==> config.mk <==
export PLATFORM = sky130hd
export DESIGN_NAME = mac_tile_dm
export DESIGN_NICKNAME = d
export VERILOG_FILES = /design/src/rtl/mac_pkg.sv /design/src/rtl/mac.sv /design/src/rtl/mac_tile_dm.sv
export SDC_FILE = /design/constraint.sdc
export NUM_CORES = 1
export LEC_CHECK = 0
export ABC_CLOCK_PERIOD_IN_PS = 5800
export CORE_MARGIN = 3
export CORE_UTILIZATION = 35
export DETAILED_ROUTE_END_ITERATION = 7
export GPL_ROUTABILITY_DRIVEN = 0
export HOLD_SLACK_MARGIN = 0.15
export MAX_ROUTING_LAYER = met4
export SETUP_SLACK_MARGIN = 0.3
export SKIP_CTS_REPAIR_TIMING = 1
export SLEW_MARGIN = 20
export SYNTH_ARGS = -nofsm -noshare
export SYNTH_HDL_FRONTEND = slang
export SYNTH_HIERARCHICAL = 1
export SYNTH_SLANG_ARGS = --single-unit
==> constraint.sdc <==
create_clock -name clk -period 5.8 [get_ports clk]
set_input_delay 1.16 -clock clk [delete_from_list [all_inputs] [get_ports clk]]
set_output_delay 1.16 -clock clk [all_outputs]
set_load 0.02 [all_outputs]
==> src/rtl/mac_pkg.sv <==
// rtl/mac_pkg.sv - shared constants and state type for the dual-mode MAC tile
package mac_pkg;
  localparam int INST_LOAD  = 0;
  localparam int INST_EXEC  = 1;
  localparam int INST_FLUSH = 2;

  localparam logic MODE_WS = 1'b0;
  localparam logic MODE_OS = 1'b1;

  typedef enum logic {
    EMPTY  = 1'b0,
    LOADED = 1'b1
  } state_t;
endpackage

==> src/rtl/mac.sv <==
// rtl/mac.sv - unsigned(a) * signed(b) + c; MAC_SAT_EN selects a saturating add instead of wrap
module mac #(
  parameter int bw      = 4,
  parameter int psum_bw = 16
) (
  input  logic [bw-1:0]      i_a,
  input  logic [bw-1:0]      i_b,
  input  logic [psum_bw-1:0] i_c,
  output logic [psum_bw-1:0] o_out
);
  logic signed [psum_bw-1:0] w_a_ext;
  logic signed [psum_bw-1:0] w_b_ext;
  logic signed [psum_bw-1:0] w_prod;

  assign w_a_ext = $signed({{(psum_bw-bw){1'b0}}, i_a});
  assign w_b_ext = $signed({{(psum_bw-bw){i_b[bw-1]}}, i_b});
  assign w_prod  = w_a_ext * w_b_ext;

`ifdef MAC_SAT_EN
  logic [psum_bw:0] w_sum;

  assign w_sum = {i_c[psum_bw-1], i_c} + {w_prod[psum_bw-1], w_prod};

  // Overflow shows as disagreement between the guard bit and the result sign.
  always_comb begin
    o_out = w_sum[psum_bw-1:0];
    if (w_sum[psum_bw] != w_sum[psum_bw-1]) begin
      o_out = w_sum[psum_bw] ? {1'b1, {(psum_bw-1){1'b0}}} : {1'b0, {(psum_bw-1){1'b1}}};
    end
  end
`else
  assign o_out = i_c + w_prod;
`endif
endmodule

==> src/rtl/mac_tile_dm.sv <==
// rtl/mac_tile_dm.sv - dual-mode (WS/OS) systolic PE tile; MAC_SAT_EN enables saturating adds
module mac_tile_dm
  import mac_pkg::*;
#(
  parameter int bw      = 4,
  parameter int psum_bw = 16
) (
  input  logic               clk,
  input  logic               reset,
  input  logic               mode,
  input  logic [bw-1:0]      in_w,
  input  logic [2:0]         inst_w,
  input  logic [psum_bw-1:0] in_n,
  output logic [bw-1:0]      out_e,
  output logic [2:0]         inst_e,
  output logic [psum_bw-1:0] out_s
);
  logic [bw-1:0]      r_a_q;
  logic [bw-1:0]      r_b_q;
  logic [psum_bw-1:0] r_c_q;
  logic [psum_bw-1:0] r_acc_q;
  logic [2:0]         r_inst_q;
  logic               r_mode_q;
  state_t             r_state;

  state_t             w_state_nxt;
  logic               w_mode_chg;
  logic               w_ws;
  logic               w_capture;
  logic               w_inst0_nxt;
  logic [psum_bw-1:0] w_mac_c;
  logic [psum_bw-1:0] w_mac;
  logic [psum_bw-1:0] w_b_ext;

  assign w_mode_chg = (mode != r_mode_q);
  assign w_ws       = (r_mode_q == MODE_WS);

  always_ff @(posedge clk) begin
    if (reset) r_state <= EMPTY;
    else       r_state <= w_state_nxt;
  end

  // A flush in the same cycle as a load re-arms first, so the load still captures.
  always_comb begin
    w_state_nxt = r_state;
    if (w_mode_chg || !w_ws) begin
      w_state_nxt = EMPTY;
    end else begin
      if (inst_w[INST_FLUSH]) w_state_nxt = EMPTY;
      if (inst_w[INST_LOAD] && (inst_w[INST_FLUSH] || r_state == EMPTY)) w_state_nxt = LOADED;
    end
  end

  always_comb begin
    w_capture   = w_ws && !w_mode_chg && inst_w[INST_LOAD]
                  && (inst_w[INST_FLUSH] || r_state == EMPTY);
    w_inst0_nxt = inst_w[INST_LOAD] && !w_capture;
  end

  always_ff @(posedge clk) begin
    if (reset) begin
      r_a_q    <= '0;
      r_b_q    <= '0;
      r_c_q    <= '0;
      r_acc_q  <= '0;
      r_inst_q <= 3'b000;
      r_mode_q <= MODE_WS;
    end else begin
      r_mode_q <= mode;
      r_inst_q <= {inst_w[INST_FLUSH], inst_w[INST_EXEC], w_inst0_nxt};
      if (inst_w[INST_EXEC] || inst_w[INST_LOAD]) r_a_q <= in_w;
      if (w_mode_chg) begin
        r_b_q   <= '0;
        r_c_q   <= '0;
        r_acc_q <= '0;
      end else if (w_ws) begin
        r_c_q <= in_n;
        if (w_capture) r_b_q <= in_w;
      end else begin
        if (inst_w[INST_EXEC]) r_b_q <= in_n[bw-1:0];
        if (inst_w[INST_FLUSH])     r_acc_q <= in_n;
        else if (r_inst_q[INST_EXEC]) r_acc_q <= w_mac;
      end
    end
  end

  assign w_mac_c = w_ws ? r_c_q : r_acc_q;
  assign w_b_ext = {{(psum_bw-bw){r_b_q[bw-1]}}, r_b_q};

  mac #(.bw(bw), .psum_bw(psum_bw)) u_mac (
    .i_a   (r_a_q),
    .i_b   (r_b_q),
    .i_c   (w_mac_c),
    .o_out (w_mac)
  );

  // The arriving flush exposes the local sum before the north value overwrites it.
  assign out_s  = w_ws ? w_mac
                : ((r_inst_q[INST_FLUSH] || inst_w[INST_FLUSH]) ? r_acc_q : w_b_ext);
  assign out_e  = r_a_q;
  assign inst_e = r_inst_q;
endmodule
[After elaboration in Yosys (flattened, before gate mapping)]
Cells that the tools add are included.
Storage, ports and cells
  output and inout port bits: 23
  input port bits: 26
  word-level logic and storage cells: 41
  register bits after elaboration: 45
Cells by class
  equal/unequal tests: 2
  reduce and logical (&&, ||, !) cells: 18
  add/subtract/negate cells: 1
  $mul: 1
  bitwise logic cells: 2
  mux-type cells: 10
Operator list (count)
  $mux 16: 5
  $add 16x16->16: 1
  $mux 4: 3
  $mul 5x4->9: 1
  $reduce_bool 2->1: 3
  $logic_and 1x1->1: 5
  $logic_or 1x1->1: 4
  $reduce_and 2->1: 2
  $reduce_or 2->1: 2
  $logic_not 1->1: 2
  $mux 1: 2
  $ne 2x2->1 const B: 1
  $not 1->1: 2
  $ne 1x1->1: 1

[Logic depth before layout (Yosys ltp)]
Gate-level depths: netlist (run 1).
  depth after elaboration: 7
  gate-level depth with buffers: 21
  depth with buffers taken out: 21

[Cells and area by module]
The synthesis (run 1) kept the hierarchy.
By module, submodules not included
  mac_tile_dm: sequential area each 900.9 µm², cells an instance 251, times used 1, area each 2285.9 µm²
  mac: sequential area each 0.0 µm², cells an instance 160, times used 1, area each 1307.5 µm²

[Worst setup path before layout (run 1)]
Ideal clock, no wire load.
  path type: reg-to-output
  start: register r_a_q[0], in the netlist out_e[0]
  end: output out_s[11]
  arrival: 4798 ps
  buffers on the path: 1
  stages on the path, launching flop included: 20
  data required time: 4640 ps
  path slack: -158 ps
  cells stage by stage: dfxtp_1 nand2b_1 fa_1 fa_1 fa_1 inv_1 ha_1 a21oi_1 o211ai_1 a21oi_1 xnor2_1 ha_1 clkbuf_2 nand3_1 or3b_1 o211ai_2 a31oi_1 xnor2_1 nor2_1 a21oi_1
On the way
  longest elaborated chain between the ends: 3
Ends and longest elaborated chain
  from (decl): RTL line mac_tile_dm.sv:18  | logic [bw-1:0] r_a_q;
  from (signal assigned): RTL line mac_tile_dm.sv:71  | if (inst_w[INST_EXEC] || inst_w[INST_LOAD]) r_a_q <= in_w;
  $mul 5x4->9: RTL line mac.sv:17  | assign w_prod = w_a_ext * w_b_ext;
  $add 16x16->16: RTL line mac.sv:32  | assign o_out = i_c + w_prod;
  named net w_mac[11]: RTL line mac_tile_dm.sv:32  | logic [psum_bw-1:0] w_mac;
  $mux 16: RTL line mac_tile_dm.sv:98  | assign out_s = w_ws ? w_mac
  to (decl): RTL line mac_tile_dm.sv:16  | output logic [psum_bw-1:0] out_s
The timed path passes the listed nets, and every way through them passes these cells.

[Worst setup path after layout (run 1)]
  start: register r_a_q[0], in the netlist out_e[0]
  end: output out_s[13]
The elaborated chain is that of the path after synthesis.

==> summary.txt, run 1 <==
Synth
  • Yosys top cell area share: 25.1%
  • Post-synth top flop: dfxtp_1
  • Syn nets: 476
  • Synth Cell Area: about 0.0036 mm^2
  • Share of synthesized registers carrying an async set or reset: 0%
  • Synthesized instance count: 411
  • Top cells by area, synth: dfxtp_1, ha_1, mux2i_1
  • Synth Area per Inst: 8.74 um^2
  • Cell taking the most area after synthesis: dfxtp_1
  • Register area share after synthesis: ~25%
  • EDFF count, synth: 0
  • Yosys reg bits: 45
  • Warnings from Yosys: 6
  • Number of library cell types mapped by synthesis: 50

Worst hold path
  • Hold Path End: r_c_q[11]$_SDFFE_PP0N_
  • Hold Crit Class: flip-flop to flip-flop
  • Hold Path Cell Cnt: 2
  • Worst Hold Launch: r_c_q[11]$_SDFFE_PP0N_

Drt
  • Total wire length: 9260 um
  • Vias: 3223
  • Drt drc: 0
  • Initial DRC count: 101
  • WL/cell: 14.6 um
  • Post-DR vias/cell: 5.09
  • Detail Route Antenna Nets: 0
  • DRT Pass-1 Iters: 4

Final layout
  • Finished Cell Area: 0.00494 mm^2
  • Commonest non-fill, non-tap cells in the layout: buf_4, nor2_1, dfxtp_1
  • Final Non-Filler Cells: 633
  • Fin util: 50.0%
  • Fillcell total: 899
  • Syn-to-layout area delta: 37.4%
  • Commonest non-fill, non-tap cell in the layout: buf_4
  • Layout cells sized above 1: 28.2%
  • Antenna Cells: 0
  • NumNets Final: 564

Die
  • DIE WIDTH: 107 um
  • Core area: between 0.009 and 0.01 mm^2
  • Io pins: 49
  • Die Ht: ~110 um
  • Starting density of the core: 36.4%
  • Die Footprint: 0.0115 mm^2
  • Core Rows: 36

GRT
  • First-pass GRT wire length: 14600 um
  • Congestion Overflow GR: 0
  • Met2 Use GR: 25.1%
  • Met3 Usage GRT: 1.74%
  • Largest net degree at the start of global routing: 57
  • Vias in the first global route: roughly 3000
  • Met1 GRT Util: a little under a quarter
  • Antenna violations before repair: 0
  • Top Usage Layer GRT: met2
  • GR Util All Layers: 16.0%

Pwr
  • PD cells: 179 mW/mm^2
  • P_leak: 2.22 nW
  • Worst VDD drop: approximately 0.00013 V
  • Sw power: 270 uW
  • Pint: 612 uW
  • Tot Pwr: 883 uW
  • Flop pwr share: 37.7%
  • Switching share of power: 30.6%
  • Combinational Power Share: 31.1%
  • Clock power share: 31.2%

STA
  • Max Slew Vio Count: 0
  • Minimum clock period: 6.06 ns
  • RSZ-0062 raised after global routing: true
  • Clock Skews: 0.00506 ns
  • Max_slew headroom: 51.7%
  • Setup ws final: -0.262 ns
  • Hold Slack: 0.500 ns
  • # setup viols final: 8
  • Period utilisation layout: 105%
  • Max frequency: ~160 MHz
  • Total negative setup slack: -1.64 ns
  • Worst-margin pin slew: ~0.72 ns
  • Fin. Hold Viols: 0

Critical path
  • CP arrival: around 4.9 ns
  • Biggest cell delay along the critical path: 0.52 ns
  • WS Path Type: flip-flop to primary output
  • Crit start category: flip-flop
  • Worst EP required: 4.64 ns
  • R2r startpoint: out_e[0]$_SDFFE_PP0P_
  • CP top delay family: adder cells
  • Setup crit end kind: primary output
  • R2R cell count: 22
  • R2R setup slack: 1.03 ns
  • Crit path max-delay cell type: fa_1
  • CP Max Fanout: 5
  • Buf/Inv on CP: 3
  • Crit-path cells: nand2b_4 > fa_1 > fa_1 > fa_2 > inv_2 > ha_4 > inv_2 > fa_2 > nor2_1 > o21ai_1 > nand2_1 > xor2_1 > ha_1 > a21o_1 > a21oi_2 > o211ai_4 > o211a_1 > nor3_2 > nor2_1 > a21oi_2 > buf_6
  • End of the worst register-to-register path: r_acc_q[11]$_SDFFE_PP0P_

CTS
  • Clk buf depth: 2
  • Clk_lat worst skew: 0.30 ns
  • Root Buffer: clkbuf_8
  • Cts bufs inserted: 5
  • Worst-path clk slew: 0.09 ns
  • # H-tree levels: 2
  • Clock Sinks: 45
  • CTS tree: yes

Flow run
  • Max-cap violations: 0

Outcome
  • Violated checks: negative setup slack
  • Status: finished, violations left

Place
  • Detailed placement HPWL: 7040 um
  • Placed inst area: about 0.0046 mm^2
  • Dpl ws: -0.404 ns
  • Inst Count DP: around 610
  • I/O Buffers: 48
[cell families (layout without fill, tap and decap cells)]
kind of cell    after synthesis  in the layout  synth area share [%]
compound gates              110            110                  21.1
xor+xnor                     18             18                  4.77
fa+ha+maj                    39             39                  14.8
buf+inv                      46            135                  6.13
flops                        45             45                  25.1
mux                          51             51                  14.8
simple gates                102            102                  13.3
[power groups by stage]
| stage | registers (mW) | logic (mW) | clock network (mW) |
|---|---|---|---|
| 4_1_cts | 0.333 | 0.262 | 0.282 |
| 3_3_place_gp | 0.339 | 0.257 | 0 |
| 2_1_floorplan | 0.341 | 0.154 | 0 |
| 3_5_place_dp | 0.340 | 0.260 | 0 |
| 5_1_grt | 0.335 | 0.298 | 0.292 |
| 6_report | 0.333 | 0.274 | 0.275 |
[worst max path at each step]
| stage | to | start | cells after the start |
|---|---|---|---|
| 2_1_floorplan | out_s[11] | out_e[2]$_SDFFE_PP0P_ | 19 |
| 3_3_place_gp | out_s[10] | out_e[0]$_SDFFE_PP0P_ | 18 |
| 3_5_place_dp | out_s[13] | out_e[0]$_SDFFE_PP0P_ | 21 |
| 4_1_cts | out_s[13] | out_e[0]$_SDFFE_PP0P_ | 21 |
| 5_1_grt | out_s[14] | out_e[0]$_SDFFE_PP0P_ | 20 |
| 6_report | out_s[13] | out_e[0]$_SDFFE_PP0P_ | 21 |
[per-layer routing]
layer	up-vias	part of all wire, %
met2	49	47
li1	1628	-
met1	1541	49
met4	0	0.65
met3	5	3.0
met5	-	0
[flip-flops by register name, summed over array words and instances, names as in the netlist]
register and flops:
r_acc_q 16, r_c_q 16, out_e 4, r_b_q 4, inst_e 3, r_mode_q 1, r_state 1
[area by class of cell]
cell class | count | area, um^2 | area share [%]
clock buffer | 6 | 93.8 | 1.90
sequential | 45 | 913 | 18.5
multi-input combinational | 320 | 2720 | 55.1
clock inverter | 2 | 38.8 | 0.786
inverter | 22 | 82.6 | 1.67
tap | 133 | 166 | 3.37
timing repair buffer | 105 | 920 | 18.6
[Yosys cell counts (all sizes together), types with 2 or more instances]
cell    number
and2         8
nor3         2
and3         2
or2b         2
nand2b       4
nor2b        3
a21oi       47
fa           6
or2          2
dfxtp       45
nor2        54
clkbuf       7
o211ai       3
a21o         6
nand3        3
o21ai       11
xnor2       12
xor2         5
buf         17
o21bai       3
nand2       18
mux2i       35
a31oi        4
inv         22
ha          33
o221a        4
o21a         7
a211oi      18
nand4        2
mux2        16
[worst register-to-register path: stages, from the launching register on]
cell	delay, ns
dfxtp_4	0.35
nand2b_4	0.13
fa_1	0.46
fa_1	0.52
fa_2	0.44
inv_2	0.08
ha_4	0.14
inv_2	0.04
fa_2	0.36
nor2_1	0.12
o21ai_1	0.07
nand2_1	0.07
xor2_1	0.16
ha_1	0.28
a21o_1	0.25
a21oi_2	0.20
o211ai_4	0.13
buf_4	0.17
a31oi_4	0.16
xnor2_2	0.14
buf_4	0.13
mux2i_1	0.05
a211oi_1	0.24
Power figures use the tool's default switching activity.
==> run 2, diff against run 1 <==
Settings changed: GPL_TIMING_DRIVEN from default to 0.
==> run 2 against run 1 <==
The run still ends with negative setup slack left. Via count is 1.8% lower. Sequential cell count stayed put. Clock-buffer cell count shrank 1. Die area unchanged. Sequential share of layout area is 0.68 points higher. Clock skew up 0.0081 ns. Global-route usage is 1.3 points higher. Wire length increased by 8.9%. Core utilization is 1.2 points lower. Register-to-register slack worse by 0.06 ns. Critical endpoint is now out_s[14].
==> summary.txt, run 2 (synthesized netlist as in run 1, its figures left out) <==
Critical path
  • CP top delay family: adder cells
  • CP arrival: 5.07 ns
  • Crit path max-delay cell type: fa_1
  • Buf/Inv on CP: 4
  • Critical Path Most Common Cell: a21oi_2
  • Worst EP required: 4.64 ns
  • Crit start category: flip-flop
  • WS Path Type: flip-flop to primary output
  • Crit-path cells: nand2b_4 > fa_1 > fa_1 > fa_2 > inv_2 > ha_4 > a21oi_4 > o211ai_1 > a21oi_2 > xnor2_4 > ha_4 > buf_8 > buf_4 > o21a_1 > o21ai_0 > o311ai_2 > a21oi_2 > xnor2_2 > nor2_1 > a21oi_2 > buf_6
  • R2r startpoint: out_e[0]$_SDFFE_PP0P_
  • Worst Setup SP: out_e[0]$_SDFFE_PP0P_
  • Biggest cell delay along the critical path: 0.55 ns
  • CP Max Fanout: 7
  • Setup crit end kind: primary output

Pwr
  • P_leak: 2.10 nW
  • Worst VDD drop: 0.0000964 V
  • PD cells: 175 mW/mm^2
  • Tot Pwr: 842 uW

Drt
  • Drt drc: 0
  • Detail Route Antenna Nets: 0
  • Initial DRC count: 138
  • Post-DR vias/cell: between 5 and 6
  • WL/cell: approximately 16 um
  • DRT Pass-1 Iters: 4
  • Vias: 3165
  • Total wire length: between 10000 and 15000 um

CTS
  • Worst-path clk slew: 0.08 ns
  • Clk buf depth: 2
  • Clock Sinks: between 40 and 50
  • Cts bufs inserted: 5
  • Root Buffer: clkbuf_8
  • # H-tree levels: 2
  • CTS tree: yes
  • Clk_lat worst skew: 0.30 ns

GRT
  • First-pass GRT wire length: 15500 um
  • GR Util All Layers: 17.3%
  • Largest net degree at the start of global routing: 14
  • Vias in the first global route: ~3000
  • Congestion Overflow GR: 0
  • Antenna violations before repair: 0

Die
  • DIE WIDTH: 107 um
  • Core Rows: 36
  • Starting density of the core: 36.4%
  • Io pins: 49
  • Die Footprint: 0.0115 mm^2
  • Die Ht: between 100 and 150 um
  • Core area: 0.00986 mm^2

Final layout
  • Fin util: 48.8%
  • Biggest regs: r_acc_q: 16 flops, r_c_q: 16 flops
  • Layout cells sized above 1: 25.4%
  • Syn-to-layout area delta: 33.9%
  • Commonest non-fill, non-tap cell in the layout: nor2_1
  • Commonest non-fill, non-tap cells in the layout: nor2_1, dfxtp_1, clkdlybuf4s50_1
  • Antenna Cells: 0
  • NumNets Final: between 500 and 600

STA
  • Worst-margin pin slew: roughly 0.62 ns
  • # setup viols final: 9
  • Minimum clock period: just over 6 ns
  • Fin. Hold Viols: 0
  • Period utilisation layout: 107%
  • Clock Skews: about 0.013 ns
  • RSZ-0062 raised after global routing: true
  • Max frequency: 160 MHz
  • Setup ws final: -0.435 ns
  • Max Slew Vio Count: 0
  • Max_slew headroom: 58.4%

Outcome
  • Violated checks: negative setup slack
  • Status: finished, violations left

Place
  • Detailed placement HPWL: 7470 um
  • I/O Buffers: 48
  • Dpl ws: -0.764 ns

Worst hold path
  • Worst Hold Launch: r_c_q[7]$_SDFFE_PP0N_
  • Hold Crit Class: flip-flop to flip-flop

Flow run
  • Max-cap violations: 0
==> run 2: cell types whose count changed in the layout (fill, tap and decap cells not counted), moves of 2 or more <==
| cell | previous run | this run |
|---|---|---|
| buf_2 | 0 | 8 |
| o21ai_0 | 7 | 9 |
| buf_4 | 59 | 32 |
| a31oi_1 | 1 | 3 |
| clkbuf_1 | 0 | 6 |
| dfxtp_4 | 3 | 6 |
| dfxtp_1 | 41 | 39 |
| a31oi_4 | 3 | 1 |
| o21ai_1 | 4 | 2 |
| xor2_1 | 4 | 2 |
==> run 2: path summary, 6_finish.rpt <==
path	endpoint	slack, ns	cells past startpoint
max	out_s[14]	-0.43	21
min	r_c_q[7]$_SDFFE_PP0N_	0.50	2
max reg2reg	r_acc_q[14]$_SDFFE_PP0P_	0.97	20
min reg2reg	r_c_q[7]$_SDFFE_PP0N_	0.50	2
==> run 2: routing by layer <==
metal  vias to the layer above  GRT usage (%)  share of wire [%]
met2                        58           26.7                 48
met4                         0           3.84               0.88
met5                         -              -                  0
met1                      1505           24.5                 48
met3                         7           1.74                3.4
li1                       1595              -                  -
==> run 2: report_power, final <==
group	total (mW)	internal [mW]	leakage [nW]	switching, mW
clock network	0.234	0.125	0.0540	0.108
logic	0.275	0.128	1.68	0.146
registers	0.334	0.322	0.372	0.0119
==> run 2: final cells by class <==
type	count	area, um^2
clock buffer	5	68.8
timing repair buffer	66	598
multi-input combinational	320	2780
sequential	45	923
buffer	24	160
fill	905	5050
tap	133	166
inverter	22	82.6
clock inverter	2	35.0
==> run 2: tightest hold or removal path, delay by kind of cell, from the launching register on <==
| family | cells | cell delay [ns] |
|---|---|---|
| mux | 1 | 0.06 |
| simple gates | 1 | 0.08 |
| flops | 1 | 0.33 |
==> run 2: metrics by stage <==
step	cell area [um^2]	cells	setup TNS [ns]	hold slack (ns)
final	4810	617	-2.55	0.500
after global routing	4810	617	-4.53	0.521
after detailed placement	4340	592	-5.86	0.488
after global placement	4340	592	-5.64	0.471
after floorplan	3700	411	0	0.456
after CTS	4450	599	-9.60	0.507
